[src/rtl/mult_arb_pkg.sv]
// Shared definitions for the multiplier-sharing arbiter.
//   arb_state_e : job sequencing states
//   id_width()  : width of a requester index (at least one bit)
package mult_arb_pkg;

  typedef enum logic [2:0] {
    IDLE,
    GRANT,
    ISSUE,
    WAIT,
    RESP
  } arb_state_e;

  function automatic int id_width(input int n);
    return (n > 1) ? $clog2(n) : 1;
  endfunction

endpackage

[src/rtl/rr_picker.sv]
// Round-robin winner selection, purely combinational.
// Ports:
//   req_i     : pending request levels
//   ptr_i     : index where the search starts (highest priority)
//   win_oh_o  : one-hot winner
//   win_idx_o : binary winner index
//   any_o     : at least one request pending
module rr_picker import mult_arb_pkg::*; #(
  parameter int N_REQ = 2,
  parameter int IW    = id_width(N_REQ)
) (
  input  logic [N_REQ-1:0] req_i,
  input  logic [IW-1:0]    ptr_i,
  output logic [N_REQ-1:0] win_oh_o,
  output logic [IW-1:0]    win_idx_o,
  output logic             any_o
);

  // First pass looks at indices at or above the pointer; the second pass
  // covers the wrap-around and only takes effect if the first found nothing.
  always_comb begin
    win_oh_o  = '0;
    win_idx_o = '0;
    any_o     = 1'b0;
    for (int j = 0; j < N_REQ; j++) begin
      if (!any_o && req_i[j] && (IW'(j) >= ptr_i)) begin
        any_o       = 1'b1;
        win_idx_o   = IW'(j);
        win_oh_o[j] = 1'b1;
      end
    end
    for (int j = 0; j < N_REQ; j++) begin
      if (!any_o && req_i[j]) begin
        any_o       = 1'b1;
        win_idx_o   = IW'(j);
        win_oh_o[j] = 1'b1;
      end
    end
  end

endmodule

[src/rtl/mult_share_arbiter.sv]
// Shares one multiplier datapath between N_REQ requesters: round-robin pick,
// operand capture, start pulse, wait for done (with timeout), tagged result.
// Ports:
//   Clk, Reset           : clock, synchronous active-high reset
//   Req, OpA_In, OpB_In  : per-requester request level and packed operands
//   Gnt                  : one-hot pulse when a requester's operands are captured
//   Mul_Start/A/B        : multiplier command interface
//   Mul_Done/Product     : multiplier completion interface
//   Res_Valid/Id/Err     : result pulse, owner and timeout flag
//   Result               : returned product (0 on timeout)
//
// state | meaning
// IDLE  | waiting for any request, captures winner's operands
// GRANT | Gnt pulse to the winner
// ISSUE | Mul_Start pulse, timeout counter cleared
// WAIT  | waiting for Mul_Done or timeout
// RESP  | Res_Valid pulse, pointer advanced past the winner
module mult_share_arbiter import mult_arb_pkg::*; #(
  parameter int N_REQ   = 2,
  parameter int WIDTH   = 8,
  parameter int TIMEOUT = 32
) (
  input  logic                       Clk,
  input  logic                       Reset,
  input  logic [N_REQ-1:0]           Req,
  input  logic [N_REQ*WIDTH-1:0]     OpA_In,
  input  logic [N_REQ*WIDTH-1:0]     OpB_In,
  output logic [N_REQ-1:0]           Gnt,
  output logic                       Mul_Start,
  output logic [WIDTH-1:0]           Mul_A,
  output logic [WIDTH-1:0]           Mul_B,
  input  logic                       Mul_Done,
  input  logic [2*WIDTH-1:0]         Mul_Product,
  output logic                       Res_Valid,
  output logic [id_width(N_REQ)-1:0] Res_Id,
  output logic                       Res_Err,
  output logic [2*WIDTH-1:0]         Result
);

  localparam int IW = id_width(N_REQ);
  localparam int CW = $clog2(TIMEOUT);

  arb_state_e         state_q;
  logic [IW-1:0]      ptr_q;
  logic [IW-1:0]      win_q;
  logic [N_REQ-1:0]   gnt_q;
  logic               start_q;
  logic               valid_q;
  logic               err_q;
  logic [IW-1:0]      id_q;
  logic [2*WIDTH-1:0] result_q;
  logic [WIDTH-1:0]   a_q;
  logic [WIDTH-1:0]   b_q;
  logic [CW-1:0]      cnt_q;

  logic [N_REQ-1:0]   pick_oh;
  logic [IW-1:0]      pick_idx;
  logic               pick_any;
  logic [WIDTH-1:0]   sel_a;
  logic [WIDTH-1:0]   sel_b;

  rr_picker #(.N_REQ(N_REQ), .IW(IW)) u_picker (
    .req_i     (Req),
    .ptr_i     (ptr_q),
    .win_oh_o  (pick_oh),
    .win_idx_o (pick_idx),
    .any_o     (pick_any)
  );

  always_comb begin
    sel_a = '0;
    sel_b = '0;
    for (int j = 0; j < N_REQ; j++) begin
      if (pick_idx == IW'(j)) begin
        sel_a = OpA_In[j*WIDTH +: WIDTH];
        sel_b = OpB_In[j*WIDTH +: WIDTH];
      end
    end
  end

  // The winner is kept in win_q; Res_Id only changes when a result is
  // produced so it stays paired with Result between responses.
  always_ff @(posedge Clk) begin
    if (Reset) begin
      state_q  <= IDLE;
      ptr_q    <= '0;
      win_q    <= '0;
      gnt_q    <= '0;
      start_q  <= 1'b0;
      valid_q  <= 1'b0;
      err_q    <= 1'b0;
      id_q     <= '0;
      result_q <= '0;
      a_q      <= '0;
      b_q      <= '0;
      cnt_q    <= '0;
    end else begin
      gnt_q   <= '0;
      start_q <= 1'b0;
      valid_q <= 1'b0;
      case (state_q)
        IDLE: begin
          if (pick_any) begin
            a_q     <= sel_a;
            b_q     <= sel_b;
            win_q   <= pick_idx;
            gnt_q   <= pick_oh;
            state_q <= GRANT;
          end
        end
        GRANT: begin
          start_q <= 1'b1;
          state_q <= ISSUE;
        end
        ISSUE: begin
          cnt_q   <= '0;
          state_q <= WAIT;
        end
        WAIT: begin
          // Done has priority over a timeout landing on the same cycle.
          if (Mul_Done) begin
            result_q <= Mul_Product;
            err_q    <= 1'b0;
            id_q     <= win_q;
            valid_q  <= 1'b1;
            state_q  <= RESP;
          end else if (cnt_q == CW'(TIMEOUT - 1)) begin
            result_q <= '0;
            err_q    <= 1'b1;
            id_q     <= win_q;
            valid_q  <= 1'b1;
            state_q  <= RESP;
          end else begin
            cnt_q <= cnt_q + 1'b1;
          end
        end
        RESP: begin
          ptr_q   <= (win_q == IW'(N_REQ - 1)) ? '0 : win_q + 1'b1;
          state_q <= IDLE;
        end
        default: state_q <= IDLE;
      endcase
    end
  end

  assign Gnt       = gnt_q;
  assign Mul_Start = start_q;
  assign Mul_A     = a_q;
  assign Mul_B     = b_q;
  assign Res_Valid = valid_q;
  assign Res_Id    = id_q;
  assign Res_Err   = err_q;
  assign Result    = result_q;

endmodule

[config.mk]
export PLATFORM = sky130hd
export DESIGN_NAME = mult_share_arbiter
export DESIGN_NICKNAME = d
export VERILOG_FILES = /design/src/rtl/mult_arb_pkg.sv /design/src/rtl/rr_picker.sv /design/src/rtl/mult_share_arbiter.sv
export SDC_FILE = /design/constraint.sdc
export NUM_CORES = 1
export LEC_CHECK = 0
export BUFFER_PORTS_ARGS = -buffer_cell sky130_fd_sc_hd__buf_2
export CAP_MARGIN = 40
export CORE_ASPECT_RATIO = 0.6
export CORE_MARGIN = 2
export CORE_UTILIZATION = 45
export DETAILED_ROUTE_END_ITERATION = 12
export PLACE_DENSITY = 0.84
export SLEW_MARGIN = 0
export SYNTH_ARGS = -nofsm -noshare
export SYNTH_HDL_FRONTEND = slang
export SYNTH_SLANG_ARGS = --single-unit
[constraint.sdc]
create_clock -name Clk -period 2.55 [get_ports Clk]
set_clock_uncertainty 0.05 [all_clocks]
set_input_delay 0.1275 -clock Clk [delete_from_list [all_inputs] [get_ports Clk]]
set_output_delay 0.1275 -clock Clk [all_outputs]
set_load 0.005 [all_outputs]
Yosys cells after proc, flatten, opt, wreduce, memory -nomap -nowiden
Cells that the tools add are included.
- register bits after elaboration: 48
- input port bits: 53
- output and inout port bits: 38
- word-level logic and storage cells: 73
- add/sub/neg operators: 2
- $lt $le $gt $ge: 2
- equality and inequality tests: 9
- multiplexer cells: 28
- bitwise operators: 3
- reduce and logical (&&, ||, !) cells: 17
- operator list (operator ; count):
    $mux 16 ; 2
    $mux 1 ; 17
    $mux 8 ; 2
    $pmux 3 s4 ; 1
    $mux 5 ; 2
    $pmux 5 s2 ; 1
    $mux 3 ; 3
    $eq 3x2->1 const B ; 2
    $ne 2x2->1 const B ; 3
    $reduce_and 2->1 ; 3
    $add 5x1->5 const B ; 1
    $eq 5x5->1 const B ; 1
    $logic_and 1x1->1 ; 5
    $reduce_bool 2->1 ; 2
    $eq 3x1->1 const B ; 1
    $eq 3x3->1 const B ; 1
    $logic_not 1->1 ; 3
    $logic_not 3->1 ; 1
    $ne 3x3->1 const B ; 1
    $not 1->1 ; 3
    $reduce_and 3->1 ; 1
    $reduce_or 3->1 ; 1
    $ge 1x1->1 const A ; 2
    $reduce_or 2->1 ; 1
    $add 1x1->1 const B ; 1

Depth between registers and ports, before layout
Gate-level depths: netlist of run 1.
- depth in word-level cells: 15
- gate-level depth with buffers: 7
- mapped depth without buffers: 6

Modules after synthesis
Synthesis of run 1 repeated with hierarchy kept, for this count alone.
- cells, all modules: 220
- area total of the unflattened synthesis: 2009.4 µm²
- by module, submodules not included (module ; times used ; cells each ; area an instance (µm²) ; sequential area each (µm²)):
    mult_share_arbiter ; 1 ; 215 ; 1976.9 ; 960.9
    rr_picker ; 1 ; 5 ; 32.5 ; 0.0

Worst setup path after synthesis of run 1
OpenSTA, ideal clock, no wires.
- path kind: flip-flop to flip-flop
- from: reg cnt_q[0]
- to: reg cnt_q[3]
- setup time: 0.074 ns
- arrival time: 1.802 ns
- data required time: 2.426 ns
- slack: 0.623 ns
- stages on the path, launching flop included: 7
- buffers on the path: 0
- clock period less this slack: 1.927 ns
- cell sequence: dfxtp_1 ha_1 and3_1 ha_1 or2_1 or4_1 a31oi_1
- cells in the longest elaborated chain, start to end: 4
- elaborated cells between the ends (all ways): 7
- those cells by class: add/sub: 1; eq/ne: 2; mux: 3; reduce/logical: 1
- ends and longest elaborated chain (item ; RTL line ; source):
    from (decl) ; mult_share_arbiter.sv:54 ; logic [CW-1:0] cnt_q;
    from (signal assigned) ; mult_share_arbiter.sv:134 ; cnt_q <= cnt_q + 1'b1;
    $add 5x1->5 ; mult_share_arbiter.sv:134 ;
    $mux 5 ; mult_share_arbiter.sv:127 ; end else if (cnt_q == CW'(TIMEOUT - 1)) begin
    $mux 5 ; mult_share_arbiter.sv:121 ; if (Mul_Done) begin
    $pmux 5 s2 ; mult_share_arbiter.sv:101 ; case (state_q)
Parallel ways exist; a longest one is shown, timed or not. The select of a mux whose other input is x is not followed.
A chain may end at the register's enable or synchronous reset.

Final worst setup path of run 1
- from: reg cnt_q[0]
- to: reg cnt_q[0]
Same word-level chain as after synthesis.

==> results.yml, run 1 <==
min_path:
  hold_start: "Mul_Product[14]"
  holdPathStages: 3
  hold_path_class: "in2reg"
  hold_end: "Result[14]"
final_layout:
  syn2layout_area_growth_pct: 27.5
  drive_above_1_share_pct: 32.7
  layout.nets: 384
  stdcell_count: 393
  n_fill_cell: 416
  diodes: 0
sta:
  worst_pin_slew_ns: 0.741
  slew_viol_final: 0
  finalSetupViolCount: 0
  period_minus_slack_ns: 2.14
  hold_violations: 0
  fmaxAchievable_ghz: 0.467
  fin_setup_tns_ns: 0
  rsz0062_at_grt: "false"
  period_share_pct: 84.0
  slew_headroom_pct: 49.9
  setup_slack_ns: 0.408
clock_tree:
  clk_pin_slew_ns: 0.09
  cts.repair.resized: 0
  cts_max_level: 2
  tritoncts: "done"
  clockBufferDepth: 2
  clock_latency_ns: 0.30
  postCtsHoldBufs: 2
  cts_made_buffers: 5
  post_cts_buffers: 0
  cts_root_buf: "clkbuf_8"
  cts.sinks: 48
critical_path:
  reg2reg_depth: 6
  critPathKind: "reg2reg"
  cp.required_ns: 2.72
  crit_path_start_kind: "register"
  r2r-start: "cnt_q[0]"
  regToRegSetupSlack_ns: 0.41
  crit_fanout: 5
  end_kind: "register"
  crit_arrival_ns: 2.31
  r2r-end: "cnt_q[0]"
grt:
  grt_max_degree: 34
  grt_usage_pct: 20.9
  grt_pass1_vias: 1884
  grt_overflow: 0
  antenna_found_initial: 0
  grt_pass1_wl_mm: 8.82
pwr:
  sw_frac_of_total_pct: 26.1
  ir_drop_uv: 342
  p_per_area_nw_per_um2: 627
  switchingPower_mw: 0.438
  intPower_mw: 1.24
  clkPwrFrac_pct: 34.2
  power_frac_comb_pct: 16.3
  p_leak_nw: 1.13
  p_seq_share_pct: 49.5
placed_design:
  place_congestion: 0.761
  placed_cells: 383
  post-place-ws_ns: 0.456
  port_buffers: 90
  place_hpwl_mm: 3.80
yosys:
  ys_ff_latch: 48
  synthFlopType: "dfxtp_1"
  syn_area_per_cell_um2: 8.39
  synthAdderAreaFrac_pct: 1.19
  synthArstFlopShare_pct: 0
  synth_mux_area_share_pct: 0.475
  synth_compound_area_share_pct: 26.8
  yosysWarnings: 0
  syn_area_um2: 2110
  syn_inst: 251
  synthXorXnorAreaFrac_pct: 0
  ys_types: 40
  synth_nets: 306
  synth_edf_count: 0
  yosys-top-cells-area: "dfxtp_1, a21oi_1, o21ai_0"
  synth_simple_gate_area_share_pct: 18.9
  synth_top_family_by_area: "compound AO/OA/AOI/OAI gates"
  synth.top_cell.area_share_pct: 45.6
  yosysSeqAreaShare_pct: 45.6
  synth_top_area_cell: "dfxtp_1"
routing:
  dr.pass1.iters: 4
  vias: 2144
  drc_errors: 0
  drt-total-wl_mm: 5.43
  wl_per_cell_um: 13.8
  drtAntennaViolNets: 0
  dr.first_iter.drc_count: 130
  vias_per_cell: 5.46
floorplanning:
  die_w_um: 92.3
  start_util_pct: 46.4
  core-area_um2: 4540
  die_area_um2: 5260
  io_pins: 91
  die_h_um: 57.0
  rows: 19
outcome:
  outcome: "completed"
flow_run:
  drv_cap: 0
cell usage in the layout, fill, tap and decap left out, types with 2 or more instances in the layout:
master	synthesis	final
nand2b_1	2	2
nand2_1	21	21
a31oi_1	3	3
nand3b_1	3	3
a21oi_1	35	35
buf_2	8	90
o21a_1	2	2
nor4b_1	2	2
clkbuf_8	0	6
nor3b_1	2	2
and4b_1	2	2
ha_1	2	2
nor2_1	5	5
dlygate4sd3_1	0	2
buf_4	2	6
o21ai_0	35	35
nand3_1	24	24
a311oi_1	16	16
nor3_1	3	3
inv_1	2	2
dfxtp_1	48	48
flip-flops by register name (all words and copies together) (netlist names):
register   cells
Gnt            2
win_q          1
state_q        3
ptr_q          1
cnt_q          5
Result        16
Mul_Start      1
Mul_A          8
Mul_B          8
Res_Id         1
Res_Err        1
Res_Valid      1
cell families after synthesis:
logic type / count (synthesis)
AOI/OAI and AO/OA: 96
and+or+nand+nor: 74
DFF: 48
buffers and inverters: 30
adders and majority gates: 2
muxes: 1
Yosys cell counts, drive strengths merged (2+ instances only):
| master | number |
|---|---|
| nor3b | 2 |
| ha | 2 |
| nand2 | 21 |
| dfxtp | 48 |
| o21ai | 35 |
| nor3 | 4 |
| and4b | 2 |
| nor4b | 2 |
| nor2 | 5 |
| a31oi | 3 |
| nand3 | 24 |
| a311oi | 16 |
| a21oi | 35 |
| buf | 13 |
| inv | 3 |
| clkbuf | 14 |
| o21a | 2 |
| nand2b | 3 |
| or2 | 2 |
| nand3b | 3 |
routing by layer:
layer	up-vias	global-route usage, %	part of all wire, %
met5	-	0	0
met4	0	7.89	0.98
met3	4	5.94	7.0
met2	75	30.2	44
met1	997	29.6	48
li1	1068	-	-
how the worst max path moves through the flow:
stage / from / to / slack [ns]
floorplan: cnt_q[0] / cnt_q[3] / 0.62
global placement: cnt_q[0] / cnt_q[3] / 0.56
detailed placement: cnt_q[0] / cnt_q[0] / 0.46
CTS: cnt_q[0] / cnt_q[0] / 0.44
global route: cnt_q[0] / cnt_q[1] / 0.25
finish: cnt_q[0] / cnt_q[0] / 0.41
metrics by stage:
stage               hold WS [ns]  cell area, µm²  total power, mW  utilization, %
finish                   0.00789            2690             1.68            59.1
floorplan                  0.167            2110             1.01               -
CTS                     0.000118            2690             1.69            59.1
detailed placement         0.325            2540             1.12            56.0
global placement           0.319            2540             1.11            56.0
global route             0.00431            2690             1.77            59.1
critical path, cell delays in order (launching register included):
cell      delay [ns]
dfxtp_1         0.35
ha_1            0.25
and3_1          0.19
ha_1            0.22
nor4b_1         0.64
nand3b_1        0.17
a31oi_1         0.20
power by group through the flow:
stage	sequential [mW]	combinational [mW]	clock [mW]
2_1_floorplan	0.840	0.175	0
5_1_grt	0.839	0.306	0.627
4_1_cts	0.833	0.273	0.586
6_report	0.833	0.274	0.576
3_5_place_dp	0.849	0.271	0
3_3_place_gp	0.849	0.266	0
layout make-up:
class                   count  area [µm²]  share of cell area [%]
repair buffers             98         515                    19.2
clock buffers               6        82.6                    3.08
inverters                   3        11.3                   0.419
multi-input cells         173         997                    37.1
clock inverters             2        38.8                    1.44
flip-flops and latches     48         961                    35.8
well taps                  63        78.8                    2.94
(Power assumes the default switching activity.)
==> run 2, diff against run 1 <==
--- a/config.mk
+++ b/config.mk
@@ -9,9 +9,9 @@
 export CAP_MARGIN = 40
 export CORE_ASPECT_RATIO = 0.6
 export CORE_MARGIN = 2
-export CORE_UTILIZATION = 45
+export CORE_UTILIZATION = 42
 export DETAILED_ROUTE_END_ITERATION = 12
-export PLACE_DENSITY = 0.84
+export PLACE_DENSITY = 0.83
 export SLEW_MARGIN = 0
 export SYNTH_ARGS = -nofsm -noshare
 export SYNTH_HDL_FRONTEND = slang
==> constraint.sdc (replaced) <==
create_clock -name Clk -period 1.9 [get_ports Clk]
set_clock_uncertainty 0.05 [all_clocks]
set_input_delay 0.095 -clock Clk [delete_from_list [all_inputs] [get_ports Clk]]
set_output_delay 0.095 -clock Clk [all_outputs]
set_load 0.005 [all_outputs]
==> run 2 against run 1 <==
Wire length is 11% higher. Worst setup slack worse by 0.36 ns. First-iteration DRC count fell by 14%. Worst hold slack better by 0.0025 ns. Total power increased by 35%. Clock power up 29%. Sequential cell count stayed put. Via count rose by 5.9%. Final cell count increased by 6.6%. Sequential power is 33% higher. Sequential share of layout area shrank 3.0 points. Global-route usage increased by 1.6 points.
==> results.yml, run 2 (synthesis gave the netlist of run 1 again) <==
outcome:
  outcome: "completed"
clock_tree:
  cts_max_level: 2
  post_cts_buffers: 0
  clock_latency_ns: 0.30
  cts_made_buffers: 5
  tritoncts: "done"
  clockBufferDepth: 2
  cts.sinks: 48
  clk_pin_slew_ns: 0.10
  cts_root_buf: "clkbuf_8"
grt:
  gr-usage-met3_pct: 5.38
  grt_use_met2_pct: 37.3
  antenna_found_initial: 0
  grt_pass1_wl_mm: 9.92
  grt_overflow: 0
  busiest_layer: "met2"
  grt_max_degree: 33
  grt_pass1_vias: 2207
  met1_usage_pct: 30.3
  grt_usage_pct: 22.4
final_layout:
  diodes: 0
  syn2layout_area_growth_pct: 39.2
  largest_register_ff_count: 16
  ff_latch_area_um2: 962
  layout.nets: 410
  n_fill_cell: 416
  final_common_cell: "buf_2"
  final_cell_mix: "buf_2, dfxtp_1, o21ai_0, a21oi_1, nand3_1"
  fin_util_pct: 62.3
  drive_above_1_share_pct: 34.8
  multi_input_area_um2: 1010
critical_path:
  critPathKind: "reg2reg"
  regToRegSetupSlack_ns: 0.05
  crit_fanout: 3
  path_cells: "ha_2 > and3_1 > ha_2 > or2_1 > or4_1 > a31oi_1"
  r2r-end: "cnt_q[3]"
  cp.required_ns: 2.08
  slowest_delay_ns: 0.50
  cpLargestDelayFamily: "simple AND/OR/NAND/NOR gates"
  path_buf_inv: 0
  end_kind: "register"
  reg2reg_depth: 6
  r2r-start: "cnt_q[0]"
  crit_top_cell: "ha_2"
  crit_path_top_delay_cell: "or4_1"
  crit_path_start_kind: "register"
  crit_arrival_ns: 2.03
sta:
  period_share_pct: 97.3
  fmaxAchievable_ghz: 0.541
  slew_headroom_pct: 61.6
  slew_viol_final: 0
  worst_hold_slack_ns: 0.0104
  period_minus_slack_ns: 1.85
  hold_violations: 0
  finalSetupViolCount: 0
  worst_pin_slew_ns: 0.575
floorplanning:
  die_area_um2: 5610
  die_w_um: 95.4
  core-area_um2: 4710
  die_h_um: 58.8
  start_util_pct: 44.7
  rows: 19
  io_pins: 91
placed_design:
  place_hpwl_mm: 3.95
  place_congestion: 0.882
  port_buffers: 90
min_path:
  hold_path_class: "in2reg"
  holdPathStages: 3
  hold_end: "Mul_A[7]"
  hold_start: "OpA_In[7]"
routing:
  drtAntennaViolNets: 0
  dr.first_iter.drc_count: 112
  wl_per_cell_um: 14.3
  vias_per_cell: 5.42
  drt-total-wl_mm: 6.01
  drc_errors: 0
  dr.pass1.iters: 5
  vias: 2271
pwr:
  p_leak_nw: 1.24
  p_per_area_nw_per_um2: 778
  ir_drop_uv: 475
flow_run:
  drv_cap: 0
==> run 2: cell type report <==
class,count,share of cell area [%]
Multi-Input combinational cell,173,34.4
Sequential cell,48,32.8
Timing Repair Buffer,124,25.9
Tap cell,63,2.69
Clock buffer,5,2.35
Clock inverter,3,1.45
Inverter,3,0.384
==> run 2: how the worst max path moves through the flow <==
stage | slack, ns | startpoint | cells past startpoint | endpoint
after CTS | 0.01 | cnt_q[0] | 6 | cnt_q[3]
after global placement | 0.06 | cnt_q[0] | 6 | cnt_q[3]
after detailed placement | 0.04 | cnt_q[0] | 6 | cnt_q[3]
after floorplan | 0.02 | cnt_q[0] | 6 | cnt_q[3]
final | 0.05 | cnt_q[0] | 6 | cnt_q[3]
after global routing | -0.008 | cnt_q[0] | 8 | Result[5]
==> run 2: power by group <==
part	leakage (nW)	internal (mW)	total [mW]	switching (mW)
combinational	0.795	0.208	0.425	0.217
sequential	0.392	1.07	1.11	0.0419
clock	0.0541	0.390	0.741	0.351
==> run 2: repair_timing <==
action,4_1_cts,5_1_grt
hold endpoints to repair,16,0
hold buffers,16,0
setup endpoints to repair,0,4
resized for setup,0,2
==> run 2: per-stage QoR <==
stage	total power, mW	setup slack (ns)	TNS [ns]	instance area [µm²]	cells
finish	2.28	0.0517	0	2930	419
global route	2.38	-0.00772	-0.00772	2930	419
CTS	2.29	0.0144	0	2920	419
detailed placement	1.53	0.0350	0	2650	395
global placement	1.52	0.0635	0	2650	395
floorplan	1.36	0.0151	0	2110	251
==> run 2: metal layers <==
metal	routed length, µm	share of wire [%]
met3	402	6.7
met2	2790	47
met1	2780	46
met5	0	0
met4	29	0.48
==> run 2: worst reg2reg max path, delay by kind of cell (launching register included) <==
| kind | cells | cell delay [ns] |
|---|---|---|
| AO/OA/AOI/OAI | 1 | 0.13 |
| flip-flops | 1 | 0.33 |
| AND/OR/NAND/NOR | 3 | 0.91 |
| adder cells (fa/ha/maj) | 2 | 0.36 |
